$ cat config.mk
export PLATFORM = sky130hd
export DESIGN_NAME = psram_arbiter_flat
export DESIGN_NICKNAME = d
export VERILOG_FILES = /design/src/rtl/psram_arb_pkg.sv /design/src/rtl/psram_arbiter_if.sv /design/src/rtl/psram_arb_pick.sv /design/src/rtl/psram_arbiter.sv /design/src/flat_wrapper.sv
export SDC_FILE = /design/constraint.sdc
export NUM_CORES = 1
export LEC_CHECK = 0
export CORE_UTILIZATION = 41
export DETAILED_ROUTE_END_ITERATION = 16
export GPL_TIMING_DRIVEN = 0
export PLACE_DENSITY = 0.86
export SYNTH_ARGS = -nofsm -noshare
export SYNTH_HDL_FRONTEND = slang
export SYNTH_SLANG_ARGS = --single-unit
$ cat constraint.sdc
create_clock -name mclk -period 2.3 [get_ports mclk]
set_clock_uncertainty 0.1 [all_clocks]
set_input_delay 0.575 -clock mclk [delete_from_list [all_inputs] [get_ports mclk]]
set_output_delay 0.575 -clock mclk [all_outputs]
set_load 0.01 [all_outputs]
$ cat src/rtl/psram_arb_pkg.sv
// Shared types and constants for the two-port PSRAM channel-0 arbiter.
package psram_arb_pkg;

  typedef enum logic [1:0] {
    IDLE    = 2'd0,
    CMD     = 2'd1,
    WR_WAIT = 2'd2,
    RD_WAIT = 2'd3
  } state_t;

  localparam logic       CMD_READ  = 1'b0;
  localparam logic       CMD_WRITE = 1'b1;
  localparam logic [3:0] MASK_NONE = 4'b1111;
  localparam logic [3:0] MASK_WORD = 4'b0011;

  // The 16-bit word rides in the upper half of the 32-bit IP bus, so only lanes 3:2 are ever enabled
  function automatic logic [3:0] write_mask(input logic is_byte, input logic a0);
    return is_byte ? {~a0, a0, 2'b11} : MASK_WORD;
  endfunction

endpackage

$ cat src/rtl/psram_arbiter_if.sv
// Requester-side and PSRAM-IP-side signals of the arbiter, grouped in one bundle.
interface psram_arbiter_if;

  logic        p0_req;
  logic        p1_req;
  logic        p0_we;
  logic        p1_we;
  logic        p0_byte;
  logic        p1_byte;
  logic [21:0] p0_addr;
  logic [21:0] p1_addr;
  logic [15:0] p0_wdata;
  logic [15:0] p1_wdata;
  logic        p0_ack;
  logic        p1_ack;
  logic [15:0] p0_rdata;
  logic [15:0] p1_rdata;

  logic        cmd0;
  logic        cmd_en0;
  logic [20:0] addr0;
  logic [31:0] wr_data0;
  logic [3:0]  data_mask0;
  logic [31:0] rd_data0;
  logic        rd_data_valid0;

  modport master (
    input  p0_req, p1_req, p0_we, p1_we, p0_byte, p1_byte,
    input  p0_addr, p1_addr, p0_wdata, p1_wdata,
    output p0_ack, p1_ack, p0_rdata, p1_rdata,
    output cmd0, cmd_en0, addr0, wr_data0, data_mask0,
    input  rd_data0, rd_data_valid0
  );

  modport slave (
    output p0_req, p1_req, p0_we, p1_we, p0_byte, p1_byte,
    output p0_addr, p1_addr, p0_wdata, p1_wdata,
    input  p0_ack, p1_ack, p0_rdata, p1_rdata,
    input  cmd0, cmd_en0, addr0, wr_data0, data_mask0,
    output rd_data0, rd_data_valid0
  );

endinterface

$ cat src/rtl/psram_arb_pick.sv
// Combinational two-way picker: fixed priority to port 0, or round-robin away from the last winner.
module psram_arb_pick (
  input  logic [1:0] i_req,
  input  logic       i_last_grant,
  input  logic       i_prio,
  output logic       o_grant,
  output logic       o_valid
);

  always_comb begin
    o_valid = |i_req;
    o_grant = 1'b0;
    case (i_req)
      2'b10:   o_grant = 1'b1;
      2'b11:   o_grant = i_prio ? 1'b0 : ~i_last_grant;
      default: o_grant = 1'b0;
    endcase
  end

endmodule

$ cat src/rtl/psram_arbiter.sv
// Shares PSRAM channel 0 between the CPU bridge (port 0) and the DMA engine (port 1),
// running one 16-bit read or write at a time in the IP user-clock domain.
module psram_arbiter
  import psram_arb_pkg::*;
#(
  parameter bit PRIO_P0     = 1'b0,
  parameter int BURST_BEATS = 4,
  parameter int WR_GAP      = 13,
  parameter int RD_TIMEOUT  = 63
) (
  input  logic            mclk,
  input  logic            rst_n,
  input  logic            init_calib,
  psram_arbiter_if.master bus,
  output logic            busy,
  output logic            rd_err
);

  localparam int CNT_MAX = (WR_GAP > RD_TIMEOUT) ? WR_GAP : RD_TIMEOUT;
  localparam int CW      = $clog2(CNT_MAX + 1);
  localparam int BW      = (BURST_BEATS > 1) ? $clog2(BURST_BEATS) : 1;

  localparam logic [CW-1:0] WR_LAST   = CW'(WR_GAP - 1);
  localparam logic [CW-1:0] RD_LAST   = CW'(RD_TIMEOUT - 1);
  localparam logic [BW-1:0] BEAT_LAST = BW'(BURST_BEATS - 1);

  state_t        r_state;
  state_t        w_next;
  logic          w_take;
  logic          w_done;
  logic          w_timeout;
  logic          w_grant;
  logic          w_valid;
  logic          w_unused_lo;

  logic          r_sel;
  logic          r_last_grant;
  logic          r_we;
  logic          r_byte;
  logic [21:0]   r_addr;
  logic [15:0]   r_wdata;
  logic [CW-1:0] r_cnt;
  logic [BW-1:0] r_beat;
  logic          r_p0_ack;
  logic          r_p1_ack;
  logic [15:0]   r_p0_rdata;
  logic [15:0]   r_p1_rdata;
  logic          r_rd_err;

  psram_arb_pick u_pick (
    .i_req        ({bus.p1_req, bus.p0_req}),
    .i_last_grant (r_last_grant),
    .i_prio       (PRIO_P0),
    .o_grant      (w_grant),
    .o_valid      (w_valid)
  );

  always_ff @(posedge mclk or negedge rst_n) begin
    if (!rst_n) r_state <= IDLE;
    else        r_state <= w_next;
  end

  // No grant in the ack cycle, so a requester that keeps req high is re-arbitrated with fresh fields
  always_comb begin
    w_next    = r_state;
    w_take    = 1'b0;
    w_done    = 1'b0;
    w_timeout = 1'b0;
    case (r_state)
      IDLE: begin
        if (init_calib && w_valid && !(r_p0_ack || r_p1_ack)) begin
          w_take = 1'b1;
          w_next = CMD;
        end
      end
      CMD: w_next = (r_we == CMD_WRITE) ? WR_WAIT : RD_WAIT;
      WR_WAIT: begin
        if (r_cnt == WR_LAST) begin
          w_done = 1'b1;
          w_next = IDLE;
        end
      end
      RD_WAIT: begin
        if (bus.rd_data_valid0) begin
          if (r_beat == BEAT_LAST) begin
            w_done = 1'b1;
            w_next = IDLE;
          end
        end else if (r_beat == '0 && r_cnt == RD_LAST) begin
          w_timeout = 1'b1;
          w_done    = 1'b1;
          w_next    = IDLE;
        end
      end
      default: w_next = IDLE;
    endcase
  end

  always_ff @(posedge mclk or negedge rst_n) begin
    if (!rst_n) begin
      r_sel        <= 1'b0;
      r_last_grant <= 1'b1;
      r_we         <= CMD_READ;
      r_byte       <= 1'b0;
      r_addr       <= '0;
      r_wdata      <= '0;
      r_cnt        <= '0;
      r_beat       <= '0;
      r_p0_ack     <= 1'b0;
      r_p1_ack     <= 1'b0;
      r_p0_rdata   <= '0;
      r_p1_rdata   <= '0;
      r_rd_err     <= 1'b0;
    end else begin
      r_p0_ack <= 1'b0;
      r_p1_ack <= 1'b0;
      case (r_state)
        IDLE: begin
          if (w_take) begin
            r_sel        <= w_grant;
            r_last_grant <= w_grant;
            r_we         <= w_grant ? bus.p1_we    : bus.p0_we;
            r_byte       <= w_grant ? bus.p1_byte  : bus.p0_byte;
            r_addr       <= w_grant ? bus.p1_addr  : bus.p0_addr;
            r_wdata      <= w_grant ? bus.p1_wdata : bus.p0_wdata;
          end
        end
        CMD: begin
          r_cnt  <= '0;
          r_beat <= '0;
        end
        WR_WAIT: r_cnt <= r_cnt + 1'b1;
        RD_WAIT: begin
          // The timeout only guards the first beat; once a burst has started it runs to completion
          if (bus.rd_data_valid0) begin
            if (r_beat == '0) begin
              if (r_sel) r_p1_rdata <= bus.rd_data0[31:16];
              else       r_p0_rdata <= bus.rd_data0[31:16];
            end
            r_beat <= (r_beat == BEAT_LAST) ? '0 : r_beat + 1'b1;
          end else if (r_beat == '0) begin
            r_cnt <= r_cnt + 1'b1;
          end
          if (w_timeout) begin
            if (r_sel) r_p1_rdata <= 16'hFFFF;
            else       r_p0_rdata <= 16'hFFFF;
            r_rd_err <= 1'b1;
          end
        end
        default: ;
      endcase
      if (w_done) begin
        r_p0_ack <= ~r_sel;
        r_p1_ack <= r_sel;
      end
    end
  end

  assign w_unused_lo     = ^bus.rd_data0[15:0];

  assign bus.cmd_en0     = (r_state == CMD);
  assign bus.cmd0        = r_we ? CMD_WRITE : CMD_READ;
  assign bus.addr0       = r_addr[21:1];
  assign bus.wr_data0    = (r_state == CMD && r_we) ? {r_wdata, 16'h0000} : 32'h0;
  assign bus.data_mask0  = (r_state == CMD && r_we) ? write_mask(r_byte, r_addr[0]) : MASK_NONE;
  assign bus.p0_ack      = r_p0_ack;
  assign bus.p1_ack      = r_p1_ack;
  assign bus.p0_rdata    = r_p0_rdata;
  assign bus.p1_rdata    = r_p1_rdata;

  assign busy   = (r_state != IDLE);
  assign rd_err = r_rd_err;

endmodule
$ cat src/flat_wrapper.sv
// flat-port wrapper written by rule: the top's interface ports become plain ports
module psram_arbiter_flat import psram_arb_pkg::*;
#(
  parameter bit PRIO_P0     = 1'b0,
  parameter int BURST_BEATS = 4,
  parameter int WR_GAP      = 13,
  parameter int RD_TIMEOUT  = 63
)
  (mclk, rst_n, init_calib, busy, rd_err, bus_p0_req, bus_p1_req, bus_p0_we, bus_p1_we, bus_p0_byte, bus_p1_byte, bus_p0_addr, bus_p1_addr, bus_p0_wdata, bus_p1_wdata, bus_p0_ack, bus_p1_ack, bus_p0_rdata, bus_p1_rdata, bus_cmd0, bus_cmd_en0, bus_addr0, bus_wr_data0, bus_data_mask0, bus_rd_data0, bus_rd_data_valid0);
  psram_arbiter_if bus_i ();
  input  logic mclk;
  input  logic rst_n;
  input  logic init_calib;
  output logic busy;
  output logic rd_err;
  input wire logic [$bits(bus_i.p0_req)-1:0] bus_p0_req;
  input wire logic [$bits(bus_i.p1_req)-1:0] bus_p1_req;
  input wire logic [$bits(bus_i.p0_we)-1:0] bus_p0_we;
  input wire logic [$bits(bus_i.p1_we)-1:0] bus_p1_we;
  input wire logic [$bits(bus_i.p0_byte)-1:0] bus_p0_byte;
  input wire logic [$bits(bus_i.p1_byte)-1:0] bus_p1_byte;
  input wire logic [$bits(bus_i.p0_addr)-1:0] bus_p0_addr;
  input wire logic [$bits(bus_i.p1_addr)-1:0] bus_p1_addr;
  input wire logic [$bits(bus_i.p0_wdata)-1:0] bus_p0_wdata;
  input wire logic [$bits(bus_i.p1_wdata)-1:0] bus_p1_wdata;
  output wire logic [$bits(bus_i.p0_ack)-1:0] bus_p0_ack;
  output wire logic [$bits(bus_i.p1_ack)-1:0] bus_p1_ack;
  output wire logic [$bits(bus_i.p0_rdata)-1:0] bus_p0_rdata;
  output wire logic [$bits(bus_i.p1_rdata)-1:0] bus_p1_rdata;
  output wire logic [$bits(bus_i.cmd0)-1:0] bus_cmd0;
  output wire logic [$bits(bus_i.cmd_en0)-1:0] bus_cmd_en0;
  output wire logic [$bits(bus_i.addr0)-1:0] bus_addr0;
  output wire logic [$bits(bus_i.wr_data0)-1:0] bus_wr_data0;
  output wire logic [$bits(bus_i.data_mask0)-1:0] bus_data_mask0;
  input wire logic [$bits(bus_i.rd_data0)-1:0] bus_rd_data0;
  input wire logic [$bits(bus_i.rd_data_valid0)-1:0] bus_rd_data_valid0;
  assign bus_i.p0_req = bus_p0_req;
  assign bus_i.p1_req = bus_p1_req;
  assign bus_i.p0_we = bus_p0_we;
  assign bus_i.p1_we = bus_p1_we;
  assign bus_i.p0_byte = bus_p0_byte;
  assign bus_i.p1_byte = bus_p1_byte;
  assign bus_i.p0_addr = bus_p0_addr;
  assign bus_i.p1_addr = bus_p1_addr;
  assign bus_i.p0_wdata = bus_p0_wdata;
  assign bus_i.p1_wdata = bus_p1_wdata;
  assign bus_p0_ack = bus_i.p0_ack;
  assign bus_p1_ack = bus_i.p1_ack;
  assign bus_p0_rdata = bus_i.p0_rdata;
  assign bus_p1_rdata = bus_i.p1_rdata;
  assign bus_cmd0 = bus_i.cmd0;
  assign bus_cmd_en0 = bus_i.cmd_en0;
  assign bus_addr0 = bus_i.addr0;
  assign bus_wr_data0 = bus_i.wr_data0;
  assign bus_data_mask0 = bus_i.data_mask0;
  assign bus_i.rd_data0 = bus_rd_data0;
  assign bus_i.rd_data_valid0 = bus_rd_data_valid0;
  psram_arbiter #(.PRIO_P0(PRIO_P0), .BURST_BEATS(BURST_BEATS), .WR_GAP(WR_GAP), .RD_TIMEOUT(RD_TIMEOUT)) u_core (.mclk(mclk), .rst_n(rst_n), .init_calib(init_calib), .bus(bus_i), .busy(busy), .rd_err(rd_err));
endmodule
==> results.py <==
metrics = {
    "synthesis": {
        "synth_edf_count": 0,
        "synthFlopType": "dfrtp_1",
        "ys_seq_area_share_pct": 49.6,
        "syn_inst": 454,
        "ys_seq_elements": 87,
        "avgSynthCellArea_um2": 9.68,
        "syn_area_um2": 4390,
        "async_flop_share_pct": 100,
        "yosysWarningCount": 0,
        "synth_cell_types": 42,
    },
    "grt": {
        "grt_pass1_vias": 4160,
        "antenna_found_initial": 0,
        "grt_use_total_pct": 22.6,
        "grt_max_degree": 72,
        "grt_pass1_wl_um": 19700,
        "gr-total-overflow": 0,
    },
    "worst_setup_path": {
        "startpoint_type": "flip-flop",
        "crit_chain": "buf_6 > nor2b_4 > buf_8 > buf_4 > clkdlybuf4s15_1",
        "endpoint_kind": "output pin",
        "cp.required_ns": 1.62,
        "cp_top_family": "buffers and inverters",
        "path_class": "flip-flop to output pin",
        "critPathLaunch": "u_core.r_state[1]$_DFFE_PN0P_",
        "critPathMaxStageDelay_ns": 0.43,
        "cp_max_fo": 7,
        "cp_data_arrival_time_ns": 1.59,
        "cpMaxStageDelayCell": "dfrtp_2",
        "cp.buffers_inverters": 4,
        "r2r_start": "u_core.r_beat[0]$_DFFE_PN0P_",
    },
    "floorplanning": {
        "initial_core_util_pct": 42.4,
        "core_area_um2": 10400,
        "rows": 37,
        "io_pins": 213,
        "die_y_um": 106,
        "die_w_um": 106,
        "die_area_um2": 11100,
    },
    "clock_network": {
        "cts_tree": "yes",
        "cts_max_level": 3,
        "cts_buffers": 9,
        "clk_latency_ns": 0.35,
        "clkSinkCount": 87,
        "cts_root_buf": "clkbuf_8",
        "cts.clk_slew.worst_paths_ns": 0.09,
        "clock_path_buffers": 2,
    },
    "timing": {
        "max_slew.worst_pin.slew_ns": 0.797,
        "fin_setup_tns_ns": 0,
        "timing.fmax_mhz": 441,
        "relSlewSlack_pct": 46.9,
        "hold_viol_final": 0,
        "final_max_slew_viol_count": 0,
        "period_needed_ns": 2.27,
        "setup_viol": 0,
        "period_share_pct": 98.6,
        "worst_slack_ns": 0.0322,
    },
    "cells_and_area": {
        "final_layout_size_suffix_gt1_share_pct": 18.1,
        "fillers": 826,
        "syn2layout_area_growth_pct": 52.7,
        "antennaDiodeCount": 0,
        "nets": 792,
        "fin_util_pct": 64.7,
        "fin_cells": 810,
    },
    "power_and_ir_drop": {
        "p_switching_uw": 2410,
        "internal-power_uw": 4480,
        "power_frac_comb_pct": 45.8,
        "clockPowerShare_pct": 16.1,
        "p_per_area_nw_per_um2": 1030,
        "power_frac_seq_pct": 38.1,
        "leakagePower_uw": 0.00321,
        "ir_drop_v": 0.000419,
        "power_switching_share_pct": 34.9,
    },
    "route": {
        "num_vias": 4023,
        "first_iter_violations": 172,
        "drc": 0,
        "vias_per_cell": 4.97,
        "ant_nets": 0,
        "drt-total-wl_um": 12400,
        "dr.pass1.iters": 4,
        "wl_per_cell_um": 15.3,
    },
    "status": {
        "status": "completed",
    },
    "hold_path": {
        "hold_path.class": "flip-flop to flip-flop",
    },
    "placed_design": {
        "io_buffers": 178,
        "place.gp.congestion": 0.783,
        "hpwl_um": 9420,
        "pre_cts_ws_ns": -0.721,
        "dp.cells": 785,
    },
    "flow_run": {
        "max_cap_viol_count": 0,
    },
}
-- cell type report --
type | instances | area [um^2] | area share (%)
plain buffers | 66 | 469 | 6.99
clock buffers | 9 | 124 | 1.85
clock inverters | 7 | 80.1 | 1.19
inverters | 7 | 26.3 | 0.392
multi-input cells | 309 | 1850 | 27.5
flip-flops and latches | 87 | 2180 | 32.5
well taps | 136 | 170 | 2.54
repair buffers | 189 | 1820 | 27.1
-- worst reg2reg max path, stage by stage (launching register included) --
cell      delay, ns
dfrtp_1        0.41
inv_1          0.10
ha_1           0.22
nand2_1        0.15
or2_2          0.31
clkbuf_1       0.19
clkbuf_1       0.27
o22a_1         0.26
-- cells by family (layout without fill, tap and decap cells) --
family	Yosys count	count (layout)	share of synthesized area [%]
buffers and inverters	74	278	10.3
xor gates and xnor gates	4	4	0.797
other	2	18	0.171
muxes	42	42	9.63
AOI/OAI and AO/OA	69	69	9.23
adders and majority gates	5	5	1.42
DFF	87	87	49.6
and+or+nand+nor	171	171	18.8
-- metrics by stage --
| step | total power [uW] | hold slack (ns) | instance area, um^2 |
|---|---|---|---|
| 2_1_floorplan | 4200 | 0.179 | 4450 |
| 3_3_place_gp | 5500 | 0.360 | 6400 |
| 3_5_place_dp | 5720 | 0.364 | 6430 |
| 4_1_cts | 6890 | 0.401 | 6700 |
| 5_1_grt | 7320 | 0.417 | 6710 |
| 6_report | 6880 | 0.397 | 6710 |
-- worst paths after layout --
path	endpoint	slack (ns)	cells after the start
max in group asynchronous	u_core.r_last_grant$_DFFE_PN1P_	0.90	3
min reg2reg	flip-flop	0.40	1
max	bus_cmd_en0	0.03	5
min	flip-flop	0.40	1
max reg2reg	flip-flop	0.18	7
min in group asynchronous	u_core.bus.p0_rdata[5]$_DFFE_PN0N_	0.52	2
-- timing repair --
action,4_1_cts,5_1_grt
endpoints found under the setup margin,30,76
buffers inserted,7,2
pin swaps,0,0
resized for setup,85,22
hold buffers,1,0
hold endpoints to repair,16,0
cloned,1,0
-- cells in the final DEF (no fill, tap or decap), drive strengths merged, types with 2 or more instances in the layout --
cell type / Yosys / layout
a2111oi: 2 / 2
a21oi: 45 / 45
and3: 17 / 17
buf: 48 / 76
clkbuf: 19 / 28
clkdlybuf4s50: 0 / 156
clkinv: 0 / 2
conb: 2 / 18
dfrtp: 86 / 86
dlymetal6s2s: 0 / 2
ha: 5 / 5
inv: 7 / 10
mux2: 2 / 2
mux2i: 40 / 40
nand2: 62 / 62
nand2b: 2 / 2
nand3: 30 / 30
nor2: 49 / 49
o21ai: 7 / 7
o22a: 7 / 7
or2: 2 / 2
or3: 3 / 3
xnor2: 4 / 4
-- layer usage --
metal / track usage, % / vias up / wire, um
li1: - / 1909 / -
met1: 25.8 / 1913 / 4740
met2: 41.2 / 156 / 6460
met3: 3.15 / 45 / 728
met4: 11.2 / 0 / 486
met5: 0 / - / 0
-- power by group through the flow --
stage	clock, uW	combinational, uW	sequential (uW)
after floorplan	0	1550	2650
after global placement	0	2910	2590
after detailed placement	0	3080	2640
after CTS	1120	3160	2610
after global routing	1200	3430	2700
final	1110	3160	2620
-- cell usage after synthesis (all sizes together) (2+ instances only) --
cell type / n / area share, %
nand3: 30 / 4.7
or2: 2 / 0.28
xnor2: 4 / 0.80
a2111oi: 2 / 0.40
and3: 17 / 2.4
nand2b: 2 / 0.46
clkbuf: 19 / 1.6
nand2: 62 / 5.3
a21oi: 45 / 5.1
ha: 5 / 1.4
mux2i: 40 / 9.1
mux2: 2 / 0.51
or3: 3 / 0.54
o21ai: 7 / 0.80
nor2: 49 / 4.2
conb: 2 / 0.17
o22a: 7 / 1.4
inv: 7 / 0.60
buf: 48 / 8.1
dfrtp: 86 / 49
Power figures use the tool's default switching activity.
